===== src/rtl/reg_check_monitor_pkg.sv =====
// reg_check_monitor_pkg: FSM state encoding and default sizing shared by the checker files
package reg_check_monitor_pkg;
  typedef enum logic [1:0] {IDLE, RUN, CHECK, DONE} state_t;
  localparam int DEF_DATA_W = 32;
  localparam int DEF_NUM_REGS = 32;
  localparam int DEF_NUM_CHECKS = 8;
  localparam int DEF_CYC_W = 32;
endpackage


===== src/rtl/reg_check_monitor_if.sv =====
// reg_check_monitor_if: snooped register-file write port plus check-table configuration handshake
// master drives wr_en/wr_addr/wr_data and cfg_valid/cfg_idx/cfg_reg/cfg_exp/cfg_en; slave returns cfg_ready
interface reg_check_monitor_if
  import reg_check_monitor_pkg::*;
#(
  parameter int DATA_W = DEF_DATA_W,
  parameter int NUM_REGS = DEF_NUM_REGS,
  parameter int NUM_CHECKS = DEF_NUM_CHECKS
);
  localparam int AW = $clog2(NUM_REGS);
  localparam int IW = $clog2(NUM_CHECKS);
  logic wr_en;
  logic [AW-1:0] wr_addr;
  logic [DATA_W-1:0] wr_data;
  logic cfg_valid;
  logic cfg_ready;
  logic [IW-1:0] cfg_idx;
  logic [AW-1:0] cfg_reg;
  logic [DATA_W-1:0] cfg_exp;
  logic cfg_en;
  modport master (
    output wr_en, wr_addr, wr_data, cfg_valid, cfg_idx, cfg_reg, cfg_exp, cfg_en,
    input  cfg_ready
  );
  modport slave (
    input  wr_en, wr_addr, wr_data, cfg_valid, cfg_idx, cfg_reg, cfg_exp, cfg_en,
    output cfg_ready
  );
endinterface


===== src/rtl/reg_check_table.sv =====
// reg_check_table: check-table storage (enable, register index, expected value) with one write port and one indexed read
// we_i/w_*_i write entry w_idx_i; r_idx_i selects the entry presented on r_reg_o/r_exp_o/r_en_o
module reg_check_table
  import reg_check_monitor_pkg::*;
#(
  parameter int DATA_W = DEF_DATA_W,
  parameter int NUM_REGS = DEF_NUM_REGS,
  parameter int NUM_CHECKS = DEF_NUM_CHECKS,
  localparam int AW = $clog2(NUM_REGS),
  localparam int IW = $clog2(NUM_CHECKS)
) (
  input  logic clk,
  input  logic rst_n,
  input  logic we_i,
  input  logic [IW-1:0] w_idx_i,
  input  logic [AW-1:0] w_reg_i,
  input  logic [DATA_W-1:0] w_exp_i,
  input  logic w_en_i,
  input  logic [IW-1:0] r_idx_i,
  output logic [AW-1:0] r_reg_o,
  output logic [DATA_W-1:0] r_exp_o,
  output logic r_en_o
);
  logic [NUM_CHECKS-1:0] en_q;
  logic [AW-1:0] reg_q [NUM_CHECKS];
  logic [DATA_W-1:0] exp_q [NUM_CHECKS];
  always_ff @(posedge clk or negedge rst_n) begin
    if (!rst_n) begin
      en_q <= '0;
      for (int i = 0; i < NUM_CHECKS; i++) begin
        reg_q[i] <= '0;
        exp_q[i] <= '0;
      end
    end else if (we_i) begin
      en_q[w_idx_i] <= w_en_i;
      reg_q[w_idx_i] <= w_reg_i;
      exp_q[w_idx_i] <= w_exp_i;
    end
  end
  assign r_reg_o = reg_q[r_idx_i];
  assign r_exp_o = exp_q[r_idx_i];
  assign r_en_o = en_q[r_idx_i];
endmodule


===== src/rtl/reg_check_monitor.sv =====
// reg_check_monitor: mirrors register-file writes into a shadow file and, at a target run cycle, checks it against a programmable table
// bus: snooped writes + cfg handshake; start/target_cycle launch a run; busy/done/pass/fail_count/first_fail_idx/cycle_cnt report it
module reg_check_monitor
  import reg_check_monitor_pkg::*;
#(
  parameter int DATA_W = DEF_DATA_W,
  parameter int NUM_REGS = DEF_NUM_REGS,
  parameter int NUM_CHECKS = DEF_NUM_CHECKS,
  parameter int CYC_W = DEF_CYC_W,
  localparam int AW = $clog2(NUM_REGS),
  localparam int IW = $clog2(NUM_CHECKS)
) (
  input  logic clk,
  input  logic rst_n,
  reg_check_monitor_if.slave bus,
  input  logic start,
  input  logic [CYC_W-1:0] target_cycle,
  output logic busy,
  output logic done,
  output logic pass,
  output logic [IW:0] fail_count,
  output logic [IW-1:0] first_fail_idx,
  output logic [CYC_W-1:0] cycle_cnt
);
  localparam logic [IW-1:0] LAST = IW'(NUM_CHECKS - 1);
  state_t state_q, state_d;
  logic [CYC_W-1:0] cnt_q, cnt_d, tgt_q, tgt_d;
  logic [IW-1:0] idx_q, idx_d, first_q, first_d;
  logic [IW:0] fails_q, fails_d;
  logic pass_q, pass_d;
  logic [DATA_W-1:0] shadow_q [NUM_REGS];
  logic [AW-1:0] t_reg;
  logic [DATA_W-1:0] t_exp;
  logic t_en, hit;
  assign bus.cfg_ready = state_q == IDLE;
  reg_check_table #(.DATA_W(DATA_W), .NUM_REGS(NUM_REGS), .NUM_CHECKS(NUM_CHECKS)) u_table (
    .clk(clk),
    .rst_n(rst_n),
    .we_i(bus.cfg_valid && bus.cfg_ready),
    .w_idx_i(bus.cfg_idx),
    .w_reg_i(bus.cfg_reg),
    .w_exp_i(bus.cfg_exp),
    .w_en_i(bus.cfg_en),
    .r_idx_i(idx_q),
    .r_reg_o(t_reg),
    .r_exp_o(t_exp),
    .r_en_o(t_en)
  );
  // registered shadow value: a write landing in an entry's own compare cycle is seen only by later entries
  assign hit = t_en && shadow_q[t_reg] != t_exp;
  always_ff @(posedge clk or negedge rst_n) begin
    if (!rst_n) begin
      for (int i = 0; i < NUM_REGS; i++) shadow_q[i] <= '0;
    end else if (bus.wr_en) begin
      shadow_q[bus.wr_addr] <= bus.wr_data;
    end
  end
  always_ff @(posedge clk or negedge rst_n) begin
    if (!rst_n) begin
      state_q <= IDLE;
      cnt_q <= '0;
      tgt_q <= '0;
      idx_q <= '0;
      first_q <= '0;
      fails_q <= '0;
      pass_q <= 1'b0;
    end else begin
      state_q <= state_d;
      cnt_q <= cnt_d;
      tgt_q <= tgt_d;
      idx_q <= idx_d;
      first_q <= first_d;
      fails_q <= fails_d;
      pass_q <= pass_d;
    end
  end
  always_comb begin
    state_d = state_q;
    cnt_d = cnt_q;
    tgt_d = tgt_q;
    idx_d = idx_q;
    first_d = first_q;
    fails_d = fails_q;
    pass_d = pass_q;
    case (state_q)
      IDLE, DONE: if (start) begin
        state_d = RUN;
        cnt_d = CYC_W'(1);
        tgt_d = target_cycle;
        idx_d = '0;
        first_d = '0;
        fails_d = '0;
        pass_d = 1'b0;
      end
      RUN: begin
        cnt_d = &cnt_q ? cnt_q : cnt_q + CYC_W'(1);
        // cnt starts at 1, so targets 0 and 1 both leave on the first run cycle
        state_d = cnt_q >= tgt_q ? CHECK : RUN;
      end
      CHECK: begin
        fails_d = hit ? fails_q + (IW+1)'(1) : fails_q;
        first_d = hit && fails_q == '0 ? idx_q : first_q;
        idx_d = idx_q == LAST ? idx_q : idx_q + IW'(1);
        state_d = idx_q == LAST ? DONE : CHECK;
        pass_d = idx_q == LAST ? fails_d == '0 : pass_q;
      end
      default: state_d = IDLE;
    endcase
  end
  assign busy = state_q == RUN || state_q == CHECK;
  assign done = state_q == DONE;
  assign pass = pass_q;
  assign fail_count = fails_q;
  assign first_fail_idx = first_q;
  assign cycle_cnt = cnt_q;
endmodule


===== src/flat_wrapper.sv =====
// flat-port wrapper written by rule: the top's interface ports become plain ports
module reg_check_monitor_flat import reg_check_monitor_pkg::*;
#(
  parameter int DATA_W = DEF_DATA_W,
  parameter int NUM_REGS = DEF_NUM_REGS,
  parameter int NUM_CHECKS = DEF_NUM_CHECKS,
  parameter int CYC_W = DEF_CYC_W,
  localparam int AW = $clog2(NUM_REGS),
  localparam int IW = $clog2(NUM_CHECKS)
)
  (clk, rst_n, start, target_cycle, busy, done, pass, fail_count, first_fail_idx, cycle_cnt, bus_wr_en, bus_wr_addr, bus_wr_data, bus_cfg_valid, bus_cfg_idx, bus_cfg_reg, bus_cfg_exp, bus_cfg_en, bus_cfg_ready);
  reg_check_monitor_if #(.DATA_W(DATA_W), .NUM_REGS(NUM_REGS), .NUM_CHECKS(NUM_CHECKS)) bus_i ();
  input  logic clk;
  input  logic rst_n;
  input  logic start;
  input  logic [CYC_W-1:0] target_cycle;
  output logic busy;
  output logic done;
  output logic pass;
  output logic [IW:0] fail_count;
  output logic [IW-1:0] first_fail_idx;
  output logic [CYC_W-1:0] cycle_cnt;
  input wire logic [$bits(bus_i.wr_en)-1:0] bus_wr_en;
  input wire logic [$bits(bus_i.wr_addr)-1:0] bus_wr_addr;
  input wire logic [$bits(bus_i.wr_data)-1:0] bus_wr_data;
  input wire logic [$bits(bus_i.cfg_valid)-1:0] bus_cfg_valid;
  input wire logic [$bits(bus_i.cfg_idx)-1:0] bus_cfg_idx;
  input wire logic [$bits(bus_i.cfg_reg)-1:0] bus_cfg_reg;
  input wire logic [$bits(bus_i.cfg_exp)-1:0] bus_cfg_exp;
  input wire logic [$bits(bus_i.cfg_en)-1:0] bus_cfg_en;
  output wire logic [$bits(bus_i.cfg_ready)-1:0] bus_cfg_ready;
  assign bus_i.wr_en = bus_wr_en;
  assign bus_i.wr_addr = bus_wr_addr;
  assign bus_i.wr_data = bus_wr_data;
  assign bus_i.cfg_valid = bus_cfg_valid;
  assign bus_i.cfg_idx = bus_cfg_idx;
  assign bus_i.cfg_reg = bus_cfg_reg;
  assign bus_i.cfg_exp = bus_cfg_exp;
  assign bus_i.cfg_en = bus_cfg_en;
  assign bus_cfg_ready = bus_i.cfg_ready;
  reg_check_monitor #(.DATA_W(DATA_W), .NUM_REGS(NUM_REGS), .NUM_CHECKS(NUM_CHECKS), .CYC_W(CYC_W)) u_core (.clk(clk), .rst_n(rst_n), .bus(bus_i), .start(start), .target_cycle(target_cycle), .busy(busy), .done(done), .pass(pass), .fail_count(fail_count), .first_fail_idx(first_fail_idx), .cycle_cnt(cycle_cnt));
endmodule

===== config.mk =====
export PLATFORM = sky130hd
export DESIGN_NAME = reg_check_monitor_flat
export DESIGN_NICKNAME = d
export VERILOG_FILES = /design/src/rtl/reg_check_monitor_pkg.sv /design/src/rtl/reg_check_monitor_if.sv /design/src/rtl/reg_check_table.sv /design/src/rtl/reg_check_monitor.sv /design/src/flat_wrapper.sv
export SDC_FILE = /design/constraint.sdc
export NUM_CORES = 2
export LEC_CHECK = 0
export ABC_AREA = 1
export CAP_MARGIN = 20
export CORE_UTILIZATION = 35
export CTS_CLUSTER_DIAMETER = 100
export DETAILED_ROUTE_END_ITERATION = 7
export GPL_TIMING_DRIVEN = 0
export MAX_ROUTING_LAYER = met4
export PLACE_DENSITY = 0.46
export SLEW_MARGIN = 20
export SYNTH_ARGS = -nofsm -noshare
export SYNTH_HDL_FRONTEND = slang
export SYNTH_SLANG_ARGS = --single-unit

===== constraint.sdc =====
create_clock -name clk -period 4 [get_ports clk]
set_input_delay 0.8 -clock clk [delete_from_list [all_inputs] [get_ports clk]]
set_output_delay 0.8 -clock clk [all_outputs]
set_load 0.05 [all_outputs]

* After elaboration in Yosys (flattened, before gate mapping)
Cells that the tools add are included.
** Word-level totals
- Register bits :: 1405
- Latch bits :: 0
- Bits in writable memories :: 0
- Memory bits (read-only) :: 0
- Bits of input ports :: 115
- Output and inout port bits :: 43
- Word-level logic and storage cells :: 144
- Memories :: 0
** Cells by class
- $add $sub $neg :: 3
- Multipliers :: 0
- Div/mod/pow operators :: 0
- Magnitude comparators :: 10
- Equality and inequality tests :: 10
- Shift-type cells :: 0
- Multiplexer cells :: 41
- Bitwise logic cells :: 4
- Reduce and logical (&&, ||, !) cells :: 20
** Operator list (number)
- bitwise mux 1024 bit :: 1
- bitwise mux 256 bit :: 1
- two-way mux 32 bit :: 8
- binary-select mux 32 bit (select 5 bit) :: 1
- demux 32 bit (select 5 bit) :: 1
- binary-select mux 32 bit (select 3 bit) :: 1
- demux 32 bit (select 3 bit) :: 1
- case mux 32 bit (2 select lines) :: 1
- bitwise mux 40 bit :: 1
- adder 32 x 1 -> 32 bit (second input constant) :: 1
- >= comparator 32 bit :: 1
- inequality test 32 bit :: 1
- AND reduction 32 bit :: 1
- binary-select mux 5 bit (select 3 bit) :: 1
- demux 5 bit (select 3 bit) :: 1
- two-way mux 5 bit :: 3
- >= comparator 6 bit (second input constant) :: 2
- inverter 5 -> 6 bit :: 2
- case mux 3 bit (2 select lines) :: 2
- AND reduction 3 bit :: 4
- two-way mux 3 bit :: 3
- bitwise mux 8 bit :: 1
- >= comparator 4 bit (second input constant) :: 2
- zero test 4 bit :: 2
- 26 further kinds :: 45

* Depth between registers and ports, before layout
- Word-level depth :: 14
- Mapped depth :: 30
- Gate-level depth less buffers :: 27

* Hierarchy
From an unflattened synthesis, not the netlist that was laid out.
** Unflattened totals
- Cells, all modules :: 8621
- Area total of the unflattened synthesis :: 66882.9 um^2
** Modules (own cells, without submodules)
- reg_check_monitor :: instances 1, cells each 6579, area each 51982.4 um^2, sequential area each 27551.4 um^2
- reg_check_table :: instances 1, cells each 2042, area each 14900.5 um^2, sequential area each 7607.3 um^2

* Worst setup path before layout
Ideal clock, no wire load.
- Kind :: reg2reg
- Start :: register u_core.state_q[0]
- End :: register u_core.cnt_q[29], in the netlist u_core.cycle_cnt[29]
- Setup time :: 0.125 ns
- Arrival time :: 3.119 ns
- Required time :: 3.875 ns
- Setup slack :: 0.756 ns
- Stages on the path, launching flop included :: 21
- Buffers on the path :: 0
- Cells stage by stage :: dfrtp_1 > inv_1 > ha_1 > nor2_2 > inv_1 > nand2_1 > nand2_1 > inv_1 > nand2_1 > nor2_1 > nand3_1 > nor2_1 > nand2_1 > nor2_1 > nand4_1 > nor2_1 > nand2_1 > nor2_1 > nand2_1 > o21ai_0 > a21oi_1
** Between the ends
- Word-level cells in the longest chain between the ends :: 4
- Elaborated cells on any way between the ends :: 9
- Those cells by class :: eq/ne: 4; mux: 1; reduce/logical: 4
** Ends and longest elaborated chain
- from (decl) :: RTL line reg_check_monitor.sv:26 : state_t state_q, state_d;
- from (signal assigned) :: RTL line reg_check_monitor.sv:68 : state_q <= state_d;
- == test 2 bit / zero test 2 bit (equally long branches) :: RTL line reg_check_monitor.sv:85 : case (state_q)
- OR reduction 2 bit :: RTL line reg_check_monitor.sv:85
- inequality test 2 bit (no line) / nonzero test 2 bit (equally long branches)
- AND reduction 3 bit (no line)
- to (signal assigned) :: RTL line reg_check_monitor.sv:69 : cnt_q <= cnt_d;
- to (decl) :: RTL line reg_check_monitor.sv:27 : logic [CYC_W-1:0] cnt_q, cnt_d, tgt_q, tgt_d;
Parallel ways exist; a longest one is shown, timed or not.
A chain may end at the register's enable or synchronous reset.

* Final worst setup path
- Start :: register u_core.idx_q[1]
- End :: register u_core.pass_q, in the netlist u_core.pass
** Between the ends
- Word-level cells in the longest chain between the ends :: 14
- Elaborated cells on any way between the ends :: 22
- Those cells by class :: eq/ne: 3; mux: 14; bitwise: 2; reduce/logical: 3
** Ends and longest elaborated chain
- from (decl) :: RTL line reg_check_monitor.sv:28 : logic [IW-1:0] idx_q, idx_d, first_q, first_d;
- from (signal assigned) :: RTL line reg_check_monitor.sv:71 : idx_q <= idx_d;
- inverter 3 -> 4 bit (implied by the code) :: RTL line reg_check_table.sv:40, reg_check_table.sv:41
- binary-select mux 5 bit (select 3 bit) :: RTL line reg_check_table.sv:40 : assign r_reg_o = reg_q[r_idx_i];
- two-way mux 5 bit (implied by the code) (2 in a row) :: RTL line reg_check_table.sv:40
- inverter 5 -> 6 bit (implied by the code) :: RTL line reg_check_monitor.sv:50 : assign hit = t_en && shadow_q[t_reg] != t_exp;
- binary-select mux 32 bit (select 5 bit) :: RTL line reg_check_monitor.sv:50
- two-way mux 32 bit (implied by the code) (2 in a row) :: RTL line reg_check_monitor.sv:50
- inequality test 32 bit :: RTL line reg_check_monitor.sv:50
- logical AND 1 bit :: RTL line reg_check_monitor.sv:50
- two-way mux 4 bit :: RTL line reg_check_monitor.sv:101 : fails_d = hit ? fails_q + (IW+1)'(1) : fails_q;
- zero test 4 bit :: RTL line reg_check_monitor.sv:105 : pass_d = idx_q == LAST ? fails_d == '0 : pass_q;
- two-way mux 1 bit :: RTL line reg_check_monitor.sv:105
- case mux 1 bit (2 select lines) :: RTL line reg_check_monitor.sv:85
- to (signal assigned) :: RTL line reg_check_monitor.sv:74 : pass_q <= pass_d;
- to (decl) :: RTL line reg_check_monitor.sv:30 : logic pass_q, pass_d;
Parallel ways exist; a longest one is shown, timed or not. The select of a mux whose other input is x is not followed.

==> flow_summary_export.csv <==
group,metric,value,unit
global_routing,grt_overflow,0,
placement,io_buffer_count,157,
power_and_ir_drop,power_density,1040,nW/µm²
floorplanning,dieWidth,433,µm
sta,rsz0062_at_grt,"yes",
global_routing,grt.total_usage,43.8,%
floorplanning,start_util,35.3,%
global_routing,grt_pass1_wl,537000,µm
routing,drc,0,
floorplanning,rows,157,
setup_path,cpPeakStageDelay,0.39,ns
setup_path,cp_max_fo,11,
routing,antenna_left,0,
logic_synthesis,async_flop_share,100,%
logic_synthesis,syn-num-nets,8145,
job,maxCapViolCount,0,
clock_network,clock-sinks,1405,
sta,tightest_slew,1.37,ns
worst_hold_path,holdCritPathClass,"register to register",
sta,setup_viol,0,
clock_network,htree_num_levels,4,
sta,finalMaxSlewViolations,0,
floorplanning,dieArea,187000,µm²
clock_network,clockBufferDepth,3,
logic_synthesis,ys_ff_latch,1405,
setup_path,crit_top_cell,"nand2_1",
logic_synthesis,yosysWarningCount,0,
power_and_ir_drop,ir_drop,0.000982,V
clock_network,cts-root-buf,"clkbuf_16",
sta,hold_ws,0.479,ns
setup_path,crit_slowest_cell,"dfrtp_1",
setup_path,start_kind,"register",
floorplanning,io_pins,158,
logic_synthesis,synthDistinctLibCells,41,
finish,drive_gt1_share,9.83,%
power_and_ir_drop,p_leak,36.5,nW
sta,final_hold_viol_count,0,
clock_network,clk_pin_slew,0.06,ns
finish,mostFrequentLayoutCells,"nand2_1 (2,493), dfrtp_1 (1,405), o21ai_0 (1,269)",
placement,hpwl,280000,µm
clock_network,tritoncts,"done",
routing,drt-total-wl,405000,µm
setup_path,rr_worst_depth,28,
routing,wl_per_cell,36.7,µm
logic_synthesis,synth.avg_cell_area,8.12,µm²
sta,fin_crit_sh,99.5,%
logic_synthesis,synthCells,7989,
logic_synthesis,synth_edf_count,0,
setup_path,required,4.74,ns
finish,multi_input_area,27000,µm²
setup_path,crit_arrival,4.72,ns
finish,area_delta_synth_final,23.5,%
clock_network,cts_buffers,165,
status,run_status,"complete, no violations",
routing,drt_iter0_drc,9778,
logic_synthesis,seq_area_frac_synth,54.2,%
global_routing,grt_max_degree,131,
global_routing,grt_pass1_vias,60500,
routing,vias_per_cell,6.01,
routing,dr_total_vias,66300,
finish,fillCellCount,18800,
worst_hold_path,min_path_cells,2,
sta,fin_skew,0.0522,ns
sta,max_slew_margin,8.38,%
floorplanning,die_h,433,µm
finish,final_nets,8567,
global_routing,antenna_found_initial,35,
routing,first_pass_iters,7,
logic_synthesis,synth_flop_cell,"dfrtp_1",
sta,final.setup.tns,0,ns
finish,seq_area,35200,µm²
sta,final.min_clock_period,3.98,ns
logic_synthesis,syn_area,64900,µm²
finish,final_common_cell,"nand2_1",
setup_path,critical_path_class,"register to register",
setup_path,end_kind,"register",
floorplanning,coreArea,184000,µm²
clock_network,insertion_delay,0.89,ns
sta,max_clock_freq,0.251,GHz
placement,place.gp.congestion,1.06,
-- Yosys cell counts, types with 3 or more instances --
cell type  instances  area, µm²
a211oi_1           5       37.5
a21oi_1          267       1340
a22oi_1            6       45.0
a31oi_1            3       18.8
a32o_1            57        571
buf_1             17       63.8
buf_2            207       1040
buf_4             27        203
buf_6             15        169
clkbuf_1         394       1480
dfrtp_1         1405      35200
ha_1              41        513
inv_1            232        871
inv_2              5       18.8
mux2i_1            8       80.1
nand2_1         2504       9400
nand2_2            4       25.0
nand3_1         1231       6160
nand3_2            3       30.0
nand3b_1          19        143
nand4_1            7       43.8
nor2_1           196        736
nor3_1            29        145
nor4_1             7       43.8
o211ai_1           8       60.1
o21ai_0         1269       6350
o21ai_1            5       25.0
-- metal layers --
metal | track usage, % | routed length [µm] | vias up
li1 | - | - | 27500
met2 | 61.1 | 169000 | 4370
met3 | 13.9 | 47900 | 1289
met1 | 53.8 | 154000 | 33100
met5 | - | 0 | -
met4 | 30.1 | 34300 | 0
-- power breakdown --
group	total (mW)	leakage, nW	internal, mW	switching [mW]
logic	47.3	15.6	13.3	34.0
registers	20.1	18.2	17.9	2.24
clock network	16.0	2.74	9.25	6.78
-- cells by family (layout without fill, tap and decap cells) --
group	count (synthesis)	after routing	synth area share, %
AOI/OAI and AO/OA	1632	1632	13.2
xor gates and xnor gates	2	2	0.0270
adders and majority gates	41	41	0.790
buffers and inverters	898	1453	5.93
DFF	1405	1405	54.2
muxes	8	8	0.123
other	0	27	0
and+or+nand+nor	4003	4003	25.8
-- critical path, delay by kind of cell, from the launching register on --
family / cells / cell delay (ns)
and+or+nand+nor: 22 / 2.49
DFF: 1 / 0.39
buffers and inverters: 6 / 0.88
-- through the flow --
step                      power [mW]  util (%)  setup slack (ns)  cells  cell area, µm²
after floorplan                 35.5         -             0.756   7989           64900
after global placement          56.4      37.9            -67.36  10600           69600
after detailed placement        56.7      38.2             -1.31  10600           70200
after CTS                       76.0      42.3           -0.0129  11000           77800
after global routing            83.6      43.6           -0.0429  11000           80100
final                           83.4      43.6            0.0213  11000           80100
-- final cells by class --
| cell class | count | share of cell area [%] |
|---|---|---|
| flip-flops and latches | 1405 | 43.9 |
| multi-input cells | 5686 | 33.7 |
| plain buffers | 660 | 6.39 |
| clock buffers | 251 | 6.24 |
| repair buffers | 255 | 3.95 |
| well taps | 2464 | 3.85 |
| inverters | 238 | 1.15 |
| clock inverters | 49 | 0.725 |
| diodes | 27 | 0.0843 |
-- path summary, 6_finish.rpt --
path                                        end  slack, ns                  from
hold reg to reg            u_core.shadow_q[448]       0.48  u_core.shadow_q[448]
setup / recovery                    u_core.pass       0.02       u_core.idx_q[1]
setup reg to reg                    u_core.pass       0.02       u_core.idx_q[1]
min in group asynchronous      u_core.tgt_q[10]       0.54                 rst_n
max in group asynchronous  u_core.shadow_q[143]       1.47                 rst_n
hold / removal             u_core.shadow_q[448]       0.48  u_core.shadow_q[448]
-- sequential cells by signal, summed over array words and instances (netlist names) --
name                   cells
u_core.state_q             2
u_core.first_fail_idx      3
u_core.tgt_q              32
u_core.pass                1
u_core.idx_q               3
u_core.fail_count          4
u_core.shadow_q         1024
u_core.u_table.en_q        8
u_core.cycle_cnt          32
u_core.u_table.reg_q      40
u_core.u_table.exp_q     256
-- what timing repair did --
| action | CTS | global route |
|---|---|---|
| setup buffers | 11 | 46 |
| endpoints found under the setup margin | 8 | 13 |
| gates cloned | 1 | 11 |
| pin swaps | 4 | 23 |
| hold buffers | 1 | 0 |
| hold endpoints to repair | 96 | 0 |
| resized for setup | 503 | 350 |
(Power assumes the default switching activity.)
